`src/rtl/hit_judge.sv`:
```
// hit_judge: debounces the red/blue play buttons, judges presses against the judge-position note and keeps score.
// A raw rise stable before edge k registers delete at edge k+2+DEBOUNCE_CYCLES; no backpressure, delete is a fire-and-forget pulse.
module hit_judge #(
  parameter logic [15:0] DEBOUNCE_CYCLES = 16'd50000,
  parameter logic [2:0]  PERF_LO         = 3'd2,
  parameter logic [2:0]  PERF_HI         = 3'd4
) (
  input  logic        clk,
  input  logic        rst,
  input  logic        red_button,
  input  logic        blue_button,
  input  logic        note_R_judge,
  input  logic        note_B_judge,
  input  logic [2:0]  offset,
  input  logic        finish,
  output logic        delete,
  output logic [15:0] score,
  output logic [7:0]  perfect_cnt,
  output logic [7:0]  good_cnt,
  output logic [7:0]  miss_cnt
);

  typedef enum logic {
    PLAY = 1'b0,
    DONE = 1'b1
  } state_t;

  state_t           state;
  logic [1:0]       raw;
  logic [1:0]       s1;
  logic [1:0]       s2;
  logic [1:0]       db;
  logic [1:0]       db_d;
  logic [1:0]       press;
  logic [1:0][15:0] cnt;

  logic [2:0]  prev_offset;
  logic        seen;
  logic        consumed;
  logic        boundary;
  logic        slot_open;
  logic        hit;
  logic        perfect;
  logic        miss;
  logic [16:0] score_sum;
  logic [15:0] score_next;

  function automatic logic [7:0] sat_inc(input logic [7:0] v);
    return (v == 8'hFF) ? v : v + 8'd1;
  endfunction

  // Bit 0 is red, bit 1 is blue throughout the button path.
  assign raw   = {blue_button, red_button};
  assign press = db & ~db_d;

  always_ff @(posedge clk or posedge rst) begin
    if (rst) begin
      s1   <= '0;
      s2   <= '0;
      db   <= '0;
      db_d <= '0;
      cnt  <= '0;
    end else begin
      s1   <= raw;
      s2   <= s1;
      db_d <= db;
      for (int i = 0; i < 2; i++) begin
        if (s2[i] == db[i]) begin
          cnt[i] <= '0;
        end else if (cnt[i] == DEBOUNCE_CYCLES - 16'd1) begin
          db[i]  <= s2[i];
          cnt[i] <= '0;
        end else begin
          cnt[i] <= cnt[i] + 16'd1;
        end
      end
    end
  end

  // At a boundary the press belongs to the new slot, so the old consumed flag must not block it.
  assign boundary  = (prev_offset == 3'd6) && (offset == 3'd0);
  assign slot_open = boundary | ~consumed;
  assign hit       = (state == PLAY) && !finish && slot_open &&
                     ((press[0] & note_R_judge) | (press[1] & note_B_judge));
  assign perfect   = (offset >= PERF_LO) && (offset <= PERF_HI);
  assign miss      = (state == PLAY) && boundary && seen && !consumed;

  assign score_sum  = {1'b0, score} + (perfect ? 17'd3 : 17'd1);
  assign score_next = score_sum[16] ? 16'hFFFF : score_sum[15:0];

  always_ff @(posedge clk or posedge rst) begin
    if (rst) begin
      state       <= PLAY;
      prev_offset <= '0;
      seen        <= 1'b0;
      consumed    <= 1'b0;
      delete      <= 1'b0;
      score       <= '0;
      perfect_cnt <= '0;
      good_cnt    <= '0;
      miss_cnt    <= '0;
    end else begin
      prev_offset <= offset;
      delete      <= hit;
      seen        <= (seen & ~boundary) | note_R_judge | note_B_judge;
      consumed    <= (consumed & ~boundary) | hit;
      case (state)
        PLAY: begin
          if (finish) state <= DONE;
          if (hit) begin
            score <= score_next;
            if (perfect) perfect_cnt <= sat_inc(perfect_cnt);
            else         good_cnt    <= sat_inc(good_cnt);
          end
          if (miss) miss_cnt <= sat_inc(miss_cnt);
        end
        DONE: begin
          if (!finish) begin
            state       <= PLAY;
            score       <= '0;
            perfect_cnt <= '0;
            good_cnt    <= '0;
            miss_cnt    <= '0;
          end
        end
        default: state <= PLAY;
      endcase
    end
  end

endmodule

```
`config.mk`:
```
export PLATFORM = sky130hd
export DESIGN_NAME = hit_judge
export DESIGN_NICKNAME = d
export VERILOG_FILES = /design/src/rtl/hit_judge.sv
export SDC_FILE = /design/constraint.sdc
export NUM_CORES = 1
export LEC_CHECK = 0
export CAP_MARGIN = 10
export CORE_MARGIN = 10
export CORE_UTILIZATION = 50
export DETAILED_ROUTE_END_ITERATION = 16
export PLACE_DENSITY = 0.83
export SKIP_CTS_REPAIR_TIMING = 1
export SYNTH_ARGS = -nofsm -noshare
export SYNTH_HDL_FRONTEND = slang
export SYNTH_SLANG_ARGS = --single-unit
```
`constraint.sdc`:
```
create_clock -name clk -period 3.9 [get_ports clk]
set_input_delay 0.975 -clock clk [delete_from_list [all_inputs] [get_ports clk]]
set_output_delay 0.975 -clock clk [all_outputs]
set_load 0.02 [all_outputs]
```
Word level (Yosys, flattened, before mapping)
Cells that the tools add are included.
{"block": "classes", "n_addsub": 6, "n_reduce_logical": 17, "magnitude_cmp": 2, "muxes": 22, "n_bitwise": 16, "eq_ne": 16}
{"cell": "16-bit 2-to-1 mux", "n": 7}
{"cell": "8-bit 2-to-1 mux", "n": 9}
{"cell": "8-bit case mux with 2 select lines", "n": 3}
{"cell": "16-bit by 1-bit adder with 16-bit output, second input constant", "n": 2}
{"cell": "16-bit == test, second input constant", "n": 2}
{"cell": "16-bit case mux with 2 select lines", "n": 1}
{"cell": "8-bit by 1-bit adder with 8-bit output, second input constant", "n": 3}
{"cell": "8-bit == test, second input constant", "n": 3}
{"cell": "16-bit by 2-bit adder with 17-bit output", "n": 1}
{"cell": "2-bit inequality test, second input constant", "n": 8}
{"cell": "1-bit logical AND", "n": 8}
{"cell": "4-bit AND reduction", "n": 2}
{"cell": "2-bit AND reduction", "n": 3}
{"cell": "1-bit inverter", "n": 5}
{"cell": "1-bit OR", "n": 5}
{"cell": "1-bit bitwise AND", "n": 4}
{"cell": "3-bit == test, second input constant", "n": 1}
{"cell": "3-bit by 2-bit >= comparator with 1-bit output, second input constant", "n": 1}
{"cell": "3-bit <= comparator, second input constant", "n": 1}
{"cell": "3-bit logical NOT", "n": 1}
{"cell": "3-bit AND reduction", "n": 1}
{"cell": "2-bit bitwise AND", "n": 1}
{"cell": "1-bit == test", "n": 2}
{"cell": "1-bit logical NOT", "n": 2}
{"cell": "3 further kinds", "n": 3}
{"block": "totals", "word_cells": 95, "out_inout_bits": 41, "regBits": 87}

Logic depth before layout (Yosys ltp)
Gate-level depths: netlist of run 1.
{"block": "logic_depth", "depth_word": 7, "ltp_mapped": 9, "mapped_depth_nobuf": 8}

Least setup slack after synthesis of run 1
Ideal clock, no wire load.
{"block": "synth_timing", "path_type": "in2reg", "startpoint": "in offset[0]", "endpoint": "reg score[11]", "stages": 9, "arrival_ns": 2.858, "slack_ns": 0.974, "required_time_ns": 3.832, "setup_ns": 0.068, "path_cell_list": "or3b_1 nand2_1 fa_1 nand4_1 or2_1 or2_1 buf_6 a21oi_1 o221a_1"}
{"block": "synth_between", "elab_chain_len": 7, "word_cells_on_any_way": 15}
{"element": "from (decl)", "line_no": "14", "rtl": "input logic [2:0] offset,"}
{"element": "3-bit by 2-bit >= comparator with 1-bit output (tied with other cells)", "line_no": "85", "rtl": "assign perfect = (offset >= PERF_LO) && (offset <= PERF_HI);"}
{"element": "1-bit logical AND (on tied branches)", "line_no": "85, 81"}
{"element": "2-bit 2-to-1 mux / 1-bit OR (equally long branches)", "line_no": "88, 82"}
{"element": "16-bit by 2-bit adder with 17-bit output / 1-bit logical AND (equally long branches)", "line_no": "88, 83"}
{"element": "16-bit 2-to-1 mux / 1-bit logical AND (equally long branches)", "line_no": "89, 83"}
{"element": "16-bit 2-to-1 mux / 2-bit inequality test (equally long branches)"}
{"element": "16-bit case mux with 2 select lines / 2-bit AND reduction (equally long branches)"}
{"element": "to (signal assigned)", "line_no": "111", "rtl": "score <= score_next;"}
{"element": "to (decl)", "line_no": "17", "rtl": "output logic [15:0] score,"}
Several ways; a longest one is shown, not always the timed one. The select of a mux whose other input is x is not followed.
A chain may end at the register's enable or synchronous reset.

Worst setup path after layout of run 1
{"block": "layout_timing", "startpoint": "in offset[2]", "endpoint": "reg score[2]"}
The elaborated chain is that of the path after synthesis.

==> flow_metrics.env, run 1 <==
export IMPL_synth_top_family_by_area="simple AND/OR/NAND/NOR gates"
export IMPL_clk_path_buf_depth=2
export IMPL_reg2reg_slack_ps=1630
export IMPL_status="completed"
export IMPL_drtPass1Iterations=5
export IMPL_fin_skew_ps=7.382
export IMPL_cpPeakStageDelay_ps=520
export IMPL_pin_count=51
export IMPL_yosys_area_share_simple_pct=26.41
export IMPL_synthXorXnorAreaFrac_pct=9.273
export IMPL_crit_required_ps=4180
export IMPL_crit_path_frequent_cell="or2_1"
export IMPL_core_rowCount=34
export IMPL_layout_drive_gt1_share_pct=8.925
export IMPL_critPathLaunchType="primary input"
export IMPL_synth_fp_nets=454
export IMPL_num_vias=3506
export IMPL_synth_fa_ha_area_share_pct=2.142
export IMPL_netlist_instances=437
export IMPL_area_growth_pct=17.93
export IMPL_p_per_area_mw_per_mm2=309.5
export IMPL_fin_crit_sh_pct=85.98
export IMPL_nFillCells=731
export IMPL_slew_violations=0
export IMPL_yosysTopAreaCellShare_pct=49.04
export IMPL_synthDistinctLibCells=64
export IMPL_syn_area_per_cell_um2=10.16
export IMPL_portBuffers=50
export IMPL_crit_slowest_cell="clkdlybuf4s50_1"
export IMPL_gp_congestion=0.8536
export IMPL_end_kind="register"
export IMPL_antenna_found_initial=0
export IMPL_die_h_um=114.2
export IMPL_wl_per_cell_um=16.50
export IMPL_ctsRootBufferMaster="clkbuf_8"
export IMPL_cts_htree_levels=3
export IMPL_critPathArrivalTime_ps=3630
export IMPL_finalHoldViolCount=0
export IMPL_timing_setup_tns_ps=0
export IMPL_synth_seq_cells=87
export IMPL_synth_area_leader_cell="dfrtp_1"
export IMPL_yosys_warnings=0
export IMPL_place_hpwl_mm=7.041
export IMPL_layout_min_cycle_time_ps=3353
export IMPL_antenna_cells=0
export IMPL_synth_ff_type="dfrtp_1"
export IMPL_hold_class="reg2reg"
export IMPL_yosysMostFrequentCell="dfrtp_1"
export IMPL_path_class="in2reg"
export IMPL_grt_overflow_total=0
export IMPL_fmax_mhz=298.2
export IMPL_start_util_pct=51.15
export IMPL_crit_chain="clkdlybuf4s50_1 > or3b_1 > nand2_1 > fa_1 > nand4_1 > or2_1 > or2_1 > and4_1 > nor3_1"
export IMPL_tightest_slew_ps=888.4
export IMPL_synth_edf_count=0
export IMPL_synth_top_cells_by_count="dfrtp_1, nor2_1, nand2_1"
export IMPL_core_area_mm2=0.008678
export IMPL_slew_headroom_pct=40.70
export IMPL_async_flop_share_pct=100.0
export IMPL_grt_max_degree=52
export IMPL_drv_cap=0
export IMPL_drt_vias_per_instance=5.834
export IMPL_clock_sinks=87
export IMPL_tritoncts="done"
export IMPL_die_width_um=114.2
export IMPL_final_cell_area_mm2=0.005235
export IMPL_drt_initial_drc_count=193
export IMPL_synth_compound_area_share_pct=9.752
export IMPL_ir_worst_vdd_mv=0.1951
export IMPL_nets=505
export IMPL_grt_usage_pct=15.63
export IMPL_final_antenna_net_count=0
export IMPL_syn_cell_area_mm2=0.004439
export IMPL_drc=0
export IMPL_dieArea_mm2=0.01305
export IMPL_ys_seq_area_share_pct=49.04
export IMPL_crit_fanout=11
export IMPL_insertion_delay_ps=360
export IMPL_synth_area_leaders="dfrtp_1, xnor2_1, nor2_1, nand2_1, xor2_1"
export IMPL_setup_viol=0
export IMPL_grt_setup_unrepaired="false"
export IMPL_place_area_mm2=0.005037
export IMPL_leakagePower_uw=0.002068
export IMPL_cts_buffers=9
export IMPL_grt_pass1_wl_mm=17.08
export IMPL_synthMuxAreaShare_pct=0.9583
export IMPL_path_clk_slew_ps=90
export IMPL_drt_wl_total_mm=9.917
export IMPL_grt_pass1_vias=3605
[logic make-up after synthesis]
logic type / count (synthesis)
compound gates: 59
xor+xnor: 47
fa+ha+maj: 7
buf+inv: 21
flops: 87
mux: 4
simple gates: 212
[cell usage in the layout (no fill, tap or decap), drive strengths merged, types with 3 or more instances in the layout]
cell type,count
and3,8
and4,7
a31oi,4
clkdlybuf4s50,50
clkinvlp,3
inv,7
nor2,55
o21ai,20
nand3,28
o221a,5
dfrtp,87
nand2,51
buf,4
xor2,18
clkbuf,10
nor4,9
ha,6
a41oi,3
or2,5
xnor2,29
a21oi,8
and2,4
a211oi,4
nand4,17
nor4b,8
nor3,7
[metrics by stage]
step                utilization, %  hold WS [ps]  cells  power [uW]  setup WS, ps
floorplan                        -         331.2    437       981.8         674.8
global placement             58.05         340.6    585        1009         288.7
CTS                          60.32         359.9    601        1642         555.6
global route                 60.32         382.7    601        1689         375.9
finish                       60.32         357.8    601        1620         546.8
detailed placement           58.05         340.2    585        1012         196.2
[worst paths after layout]
check | end | cells past startpoint | from
max in group asynchronous | perfect_cnt[4] | 3 | rst
setup reg to reg | score[5] | 6 | score[0]
hold / removal | s2[0] | 0 | s1[0]
hold reg to reg | s2[0] | 0 | s1[0]
min in group asynchronous | cnt[28] | 2 | rst
setup / recovery | score[2] | 9 | offset[2]
[critical path: cells and delay by family]
kind | cells | cell delay (ps)
simple gates | 7 | 1910
fa+ha+maj | 1 | 230
buf+inv | 1 | 520
[layout make-up]
class                           instances  area (um^2)  share of cell area [%]
Inverter                                7        27.53                  0.5258
Timing Repair Buffer                   54        543.0                   10.37
Tap cell                              108        135.1                   2.581
Clock buffer                           10        127.6                   2.438
Clock inverter                          6        70.07                   1.338
Multi-Input combinational cell        329         2155                   41.16
Sequential cell                        87         2177                   41.59
[flip-flops by register name, indices dropped and copies added, names as in the netlist, 3 cells and up]
name and count:
prev_offset 3, cnt 32, miss_cnt 8, good_cnt 8, score 16, perfect_cnt 8
[layer usage]
layer / wire, um / GRT usage [%]
met3: 530 / 4.874
met4: 147 / 5.848
met2: 5045 / 26.31
met1: 4194 / 18.26
met5: 0 / 0
[power breakdown]
group          internal (uW)  switching [uW]
Combinational           23.9            47.9
Sequential               911            10.4
Clock                    299             328
Total                   1230             386
Note: power is estimated with default switching activity, not from simulation.
==> inputs of run 2 (changes only) <==
--- a/config.mk
+++ b/config.mk
@@ -6,10 +6,9 @@
 export NUM_CORES = 1
 export LEC_CHECK = 0
 export CAP_MARGIN = 10
-export CORE_MARGIN = 10
 export CORE_UTILIZATION = 50
 export DETAILED_ROUTE_END_ITERATION = 16
-export PLACE_DENSITY = 0.83
+export PLACE_DENSITY = 0.7
 export SKIP_CTS_REPAIR_TIMING = 1
 export SYNTH_ARGS = -nofsm -noshare
 export SYNTH_HDL_FRONTEND = slang
==> run 2 against run 1 <==
Effect of this change:
- combinational power is 1% higher
- utilization about the same
- global-route usage is 6.6 points higher
- first-iteration DRC count decreased by 42%
- worst setup slack worse by 20 ps
- flip-flop and latch count stayed put
==> flow_metrics.env, run 2 (synthesis results as in run 1) <==
export IMPL_drt_wl_total_mm=9.247
export IMPL_drtPass1Iterations=4
export IMPL_grt_pass1_vias=3218
export IMPL_busiest_layer="met2"
export IMPL_area_growth_pct=17.84
export IMPL_cts_htree_levels=3
export IMPL_start_util_pct=51.15
export IMPL_finalHoldViolCount=0
export IMPL_fmax_mhz=296.5
export IMPL_end_kind="register"
export IMPL_final_cell_area_mm2=0.005231
export IMPL_portBuffers=50
export IMPL_grt_pass1_wl_mm=15.65
export IMPL_final_cell_mix="dfrtp_1, nor2_1, clkdlybuf4s50_1, nand2_1, xnor2_1"
export IMPL_met2_usage_pct=33.81
export IMPL_ctsRootBufferMaster="clkbuf_8"
export IMPL_drv_cap=0
export IMPL_critPathArrivalTime_ps=3670
export IMPL_slew_headroom_pct=49.40
export IMPL_grt_usage_pct=22.18
export IMPL_met3_usage_pct=6.003
export IMPL_timing_setup_tns_ps=0
export IMPL_p_per_area_mw_per_mm2=309.9
export IMPL_core_area_mm2=0.008678
export IMPL_status="completed"
export IMPL_grt_overflow_total=0
export IMPL_largest_register_ffs=32
export IMPL_use_met1_pct=30.86
export IMPL_layout_drive_gt1_share_pct=9.128
export IMPL_place_hpwl_mm=6.321
export IMPL_num_vias=3453
export IMPL_dieArea_mm2=0.009259
export IMPL_core_rowCount=34
export IMPL_top_register="cnt"
export IMPL_antenna_cells=0
export IMPL_nFillCells=742
export IMPL_tritoncts="done"
export IMPL_slew_violations=0
export IMPL_nets=505
export IMPL_gp_congestion=0.8051
export IMPL_path_class="in2reg"
export IMPL_clk_path_buf_depth=2
export IMPL_drc=0
export IMPL_ir_worst_vdd_mv=0.1411
export IMPL_place_area_mm2=0.005037
export IMPL_insertion_delay_ps=360
export IMPL_layout_min_cycle_time_ps=3373
export IMPL_dp_cells=585
export IMPL_final_antenna_net_count=0
export IMPL_path_clk_slew_ps=80
export IMPL_antenna_found_initial=0
export IMPL_crit_required_ps=4200
export IMPL_final_cells=601
export IMPL_grt_setup_unrepaired="false"
export IMPL_tightest_slew_ps=758.1
export IMPL_setup_viol=0
export IMPL_die_width_um=96.23
export IMPL_hold_class="reg2reg"
export IMPL_clock_sinks=87
export IMPL_layout_commonest_cell="dfrtp_1"
export IMPL_critPathLaunchType="primary input"
export IMPL_crit_fanout=11
export IMPL_die_h_um=96.23
export IMPL_leakagePower_uw=0.002078
export IMPL_fin_crit_sh_pct=86.48
export IMPL_fin_skew_ps=7.911
export IMPL_drt_vias_per_instance=5.745
export IMPL_cts_buffers=9
export IMPL_reg_top3="cnt x32, score x16"
export IMPL_drt_initial_drc_count=112
export IMPL_wl_per_cell_um=15.39
export IMPL_pin_count=51
export IMPL_grt_max_degree=46
==> run 2: final cells by class <==
cell class / instances / area [um^2] / share of cell area (%)
sequential: 87 / 2177 / 41.62
clock buffer: 9 / 123.9 / 2.368
tap: 108 / 135.1 / 2.583
clock inverter: 7 / 70.07 / 1.339
timing repair buffer: 54 / 543.0 / 10.38
multi-input combinational: 329 / 2155 / 41.19
inverter: 7 / 27.53 / 0.5262
==> run 2: final timing paths <==
kind / start / endpoint / slack (ps) / depth (start not counted)
max in group asynchronous: rst / seen / 2180 / 3
min in group asynchronous: rst / cnt[3] / 1040 / 2
max: offset[2] / score[11] / 530 / 9
min: s1[1] / s2[1] / 350 / 0
max reg2reg: score[0] / score[11] / 1580 / 6
min reg2reg: s1[1] / s2[1] / 350 / 0
==> run 2: per-stage QoR <==
stage	setup slack, ps	power (uW)	hold slack (ps)	utilization [%]
2_1_floorplan	674.8	981.8	331.2	-
3_3_place_gp	301.2	1011	341.1	58.05
3_5_place_dp	182.7	1012	334.7	58.05
4_1_cts	557.2	1645	355.6	60.28
5_1_grt	280.4	1695	366.3	60.28
6_report	527.2	1621	354.2	60.28
==> run 2: routing by layer <==
layer / part of all wire (%) / routed length [um]
met1: 47 / 4364
met4: 1.2 / 108
met2: 47 / 4381
met3: 4.2 / 392
met5: 0 / 0
==> run 2: report_power, final <==
group	total, uW	internal [uW]	switching (uW)
clock	628	297	331
sequential	920	911	9.49
combinational	72.8	24.1	48.7
total	1620	1230	389
==> run 2: worst max-delay path, cell delays in order <==
cell	delay (ps)
clkdlybuf4s50_1	520
or3b_1	450
nand2_1	130
fa_1	240
nand4_1	220
or2_1	320
or2_1	370
a21oi_1	230
o221a_1	210
==> inputs of run 3 (changes only) <==
--- a/config.mk
+++ b/config.mk
@@ -8,6 +8,8 @@
 export CAP_MARGIN = 10
 export CORE_UTILIZATION = 50
 export DETAILED_ROUTE_END_ITERATION = 16
+export GPL_TIMING_DRIVEN = 0
+export MAX_ROUTING_LAYER = met4
 export PLACE_DENSITY = 0.7
 export SKIP_CTS_REPAIR_TIMING = 1
 export SYNTH_ARGS = -nofsm -noshare
==> run 3 against run 2 <==
Effect of this change:
- register-to-register slack improved by 140 ps
- global-route usage increased by 0.23 points
- via count increased by 0.98%
- flip-flop and latch count unchanged
- clock power decreased by 7.0%
- worst setup slack improved by 7.0 ps
- power decreased by 2.5%
==> flow_metrics.env, run 3 (synthesis results as in run 1) <==
export IMPL_drt_initial_drc_count=132
export IMPL_power_total_uw=1581
export IMPL_crit_required_ps=4190
export IMPL_grt_overflow_total=0
export IMPL_min_path_cells=0
export IMPL_reg2reg_slack_ps=1720
export IMPL_ctsRootBufferMaster="clkbuf_8"
export IMPL_layout_drive_gt1_share_pct=9.524
export IMPL_critPathArrivalTime_ps=3660
export IMPL_place_area_mm2=0.005105
export IMPL_fmax_mhz=297.1
export IMPL_dieArea_mm2=0.009259
export IMPL_grt_setup_unrepaired="false"
export IMPL_grt_usage_pct=22.41
export IMPL_pin_count=51
export IMPL_start_util_pct=51.15
export IMPL_grt_max_degree=62
export IMPL_setup_ws_ps=534.2
export IMPL_fin_skew_ps=10.75
export IMPL_hold_path_startpoint="s1[1]"
export IMPL_fin_crit_sh_pct=86.30
export IMPL_nFillCells=753
export IMPL_final_antenna_net_count=0
export IMPL_core_area_mm2=0.008678
export IMPL_ir_worst_vdd_mv=0.1488
export IMPL_crit_slowest_cell="clkdlybuf4s50_1"
export IMPL_p_per_area_mw_per_mm2=298.8
export IMPL_whs_endpoint="s2[1]"
export IMPL_finalHoldViolCount=0
export IMPL_top_register="cnt"
export IMPL_insertion_delay_ps=360
export IMPL_clock_sinks=87
export IMPL_layout_min_cycle_time_ps=3366
export IMPL_crit_path_frequent_cell="or2_1"
export IMPL_r2r_start="score[0]"
export IMPL_clk_path_buf_depth=2
export IMPL_drtPass1Iterations=4
export IMPL_portBuffers=50
export IMPL_status="completed"
export IMPL_r2r_end="score[11]"
export IMPL_path_class="in2reg"
export IMPL_drv_cap=0
export IMPL_tightest_slew_ps=526.4
export IMPL_core_rowCount=34
export IMPL_grt_pass1_vias=3282
export IMPL_tritoncts="done"
export IMPL_cts_htree_levels=3
export IMPL_pre_cts_slack_ps=163.8
export IMPL_end_kind="register"
export IMPL_critPathLaunchType="primary input"
export IMPL_layout_commonest_cell="dfrtp_1"
export IMPL_grt_pass1_wl_mm=15.48
export IMPL_drc=0
export IMPL_slew_violations=0
export IMPL_leakagePower_uw=0.002105
export IMPL_area_growth_pct=19.17
export IMPL_wl_per_cell_um=15.31
export IMPL_reg2regPathDepth=7
export IMPL_final_cell_area_mm2=0.005290
export IMPL_place_hpwl_mm=6.601
export IMPL_reg_top3="cnt x32, score x16"
export IMPL_path_clk_slew_ps=80
export IMPL_nets=516
export IMPL_drt_vias_per_instance=5.698
export IMPL_largest_register_ffs=32
export IMPL_drt_wl_total_mm=9.368
export IMPL_antenna_found_initial=0
export IMPL_die_h_um=96.23
export IMPL_cpPeakStageDelay_ps=520
export IMPL_die_width_um=96.23
export IMPL_setup_viol=0
export IMPL_final_cell_mix="dfrtp_1, nor2_1, clkdlybuf4s50_1, nand2_1, xnor2_1"
export IMPL_gp_congestion=0.8339
export IMPL_cts_buffers=9
export IMPL_whs_ps=364.5
export IMPL_antenna_cells=0
export IMPL_hold_class="reg2reg"
export IMPL_num_vias=3487
export IMPL_slew_headroom_pct=64.91
export IMPL_crit_fanout=10
export IMPL_crit_chain="clkdlybuf4s50_1 > or3b_1 > nand2_1 > fa_1 > nand4_1 > or2_1 > or2_1 > buf_6 > a21oi_1 > o221a_1"
==> run 3: layout make-up <==
type / instances / area (um^2) / share of cell area [%]
flip-flops and latches: 87 / 2177 / 41.15
multi-input cells: 329 / 2155 / 40.73
repair buffers: 51 / 528.0 / 9.981
clock buffers: 12 / 155.1 / 2.933
well taps: 108 / 135.1 / 2.554
plain buffers: 14 / 81.33 / 1.537
clock inverters: 4 / 30.03 / 0.5676
inverters: 7 / 28.78 / 0.5440
==> run 3: worst max-delay path by stage <==
stage          startpoint          end  slack (ps)  cells past startpoint
2_1_floorplan         rst       cnt[0]         670                      1
3_3_place_gp          rst  miss_cnt[5]        -700                      2
3_5_place_dp    offset[2]     score[5]         160                     10
4_1_cts         offset[2]     score[5]         550                     10
5_1_grt         offset[2]     score[5]         390                     10
6_report        offset[2]    score[11]         530                     10
==> run 3: stage by stage <==
step / utilization (%) / setup TNS, ps / std cells
2_1_floorplan: - / 0 / 437
3_3_place_gp: 58.48 / -60190 / 595
3_5_place_dp: 58.82 / 0 / 596
4_1_cts: 60.96 / 0 / 612
5_1_grt: 60.96 / 0 / 612
6_report: 60.96 / 0 / 612
==> run 3: power breakdown <==
part	switching, uW	leakage (uW)	total, uW	internal (uW)
Clock	316	0.0000926	584	268
Combinational	53.4	0.000825	79.3	25.9
Sequential	6.73	0.00119	917	911
Total	376	0.00210	1580	1200
==> run 3: routing by layer <==
metal  wire length (um)  share of wire, %  vias up  global-route usage [%]
li1                   -                 -     1688                       -
met1               4319                46     1713                   29.26
met2               4461                48       72                   34.04
met3                442               4.7       14                   5.134
met4                144               1.5        0                   8.333
met5                  0                 0        -                       -
==> run 3: worst max-delay path: cells and delay by family <==
kind | cells | cell delay, ps
compound gates | 2 | 400
fa+ha+maj | 1 | 230
buf+inv | 2 | 670
simple gates | 5 | 1380
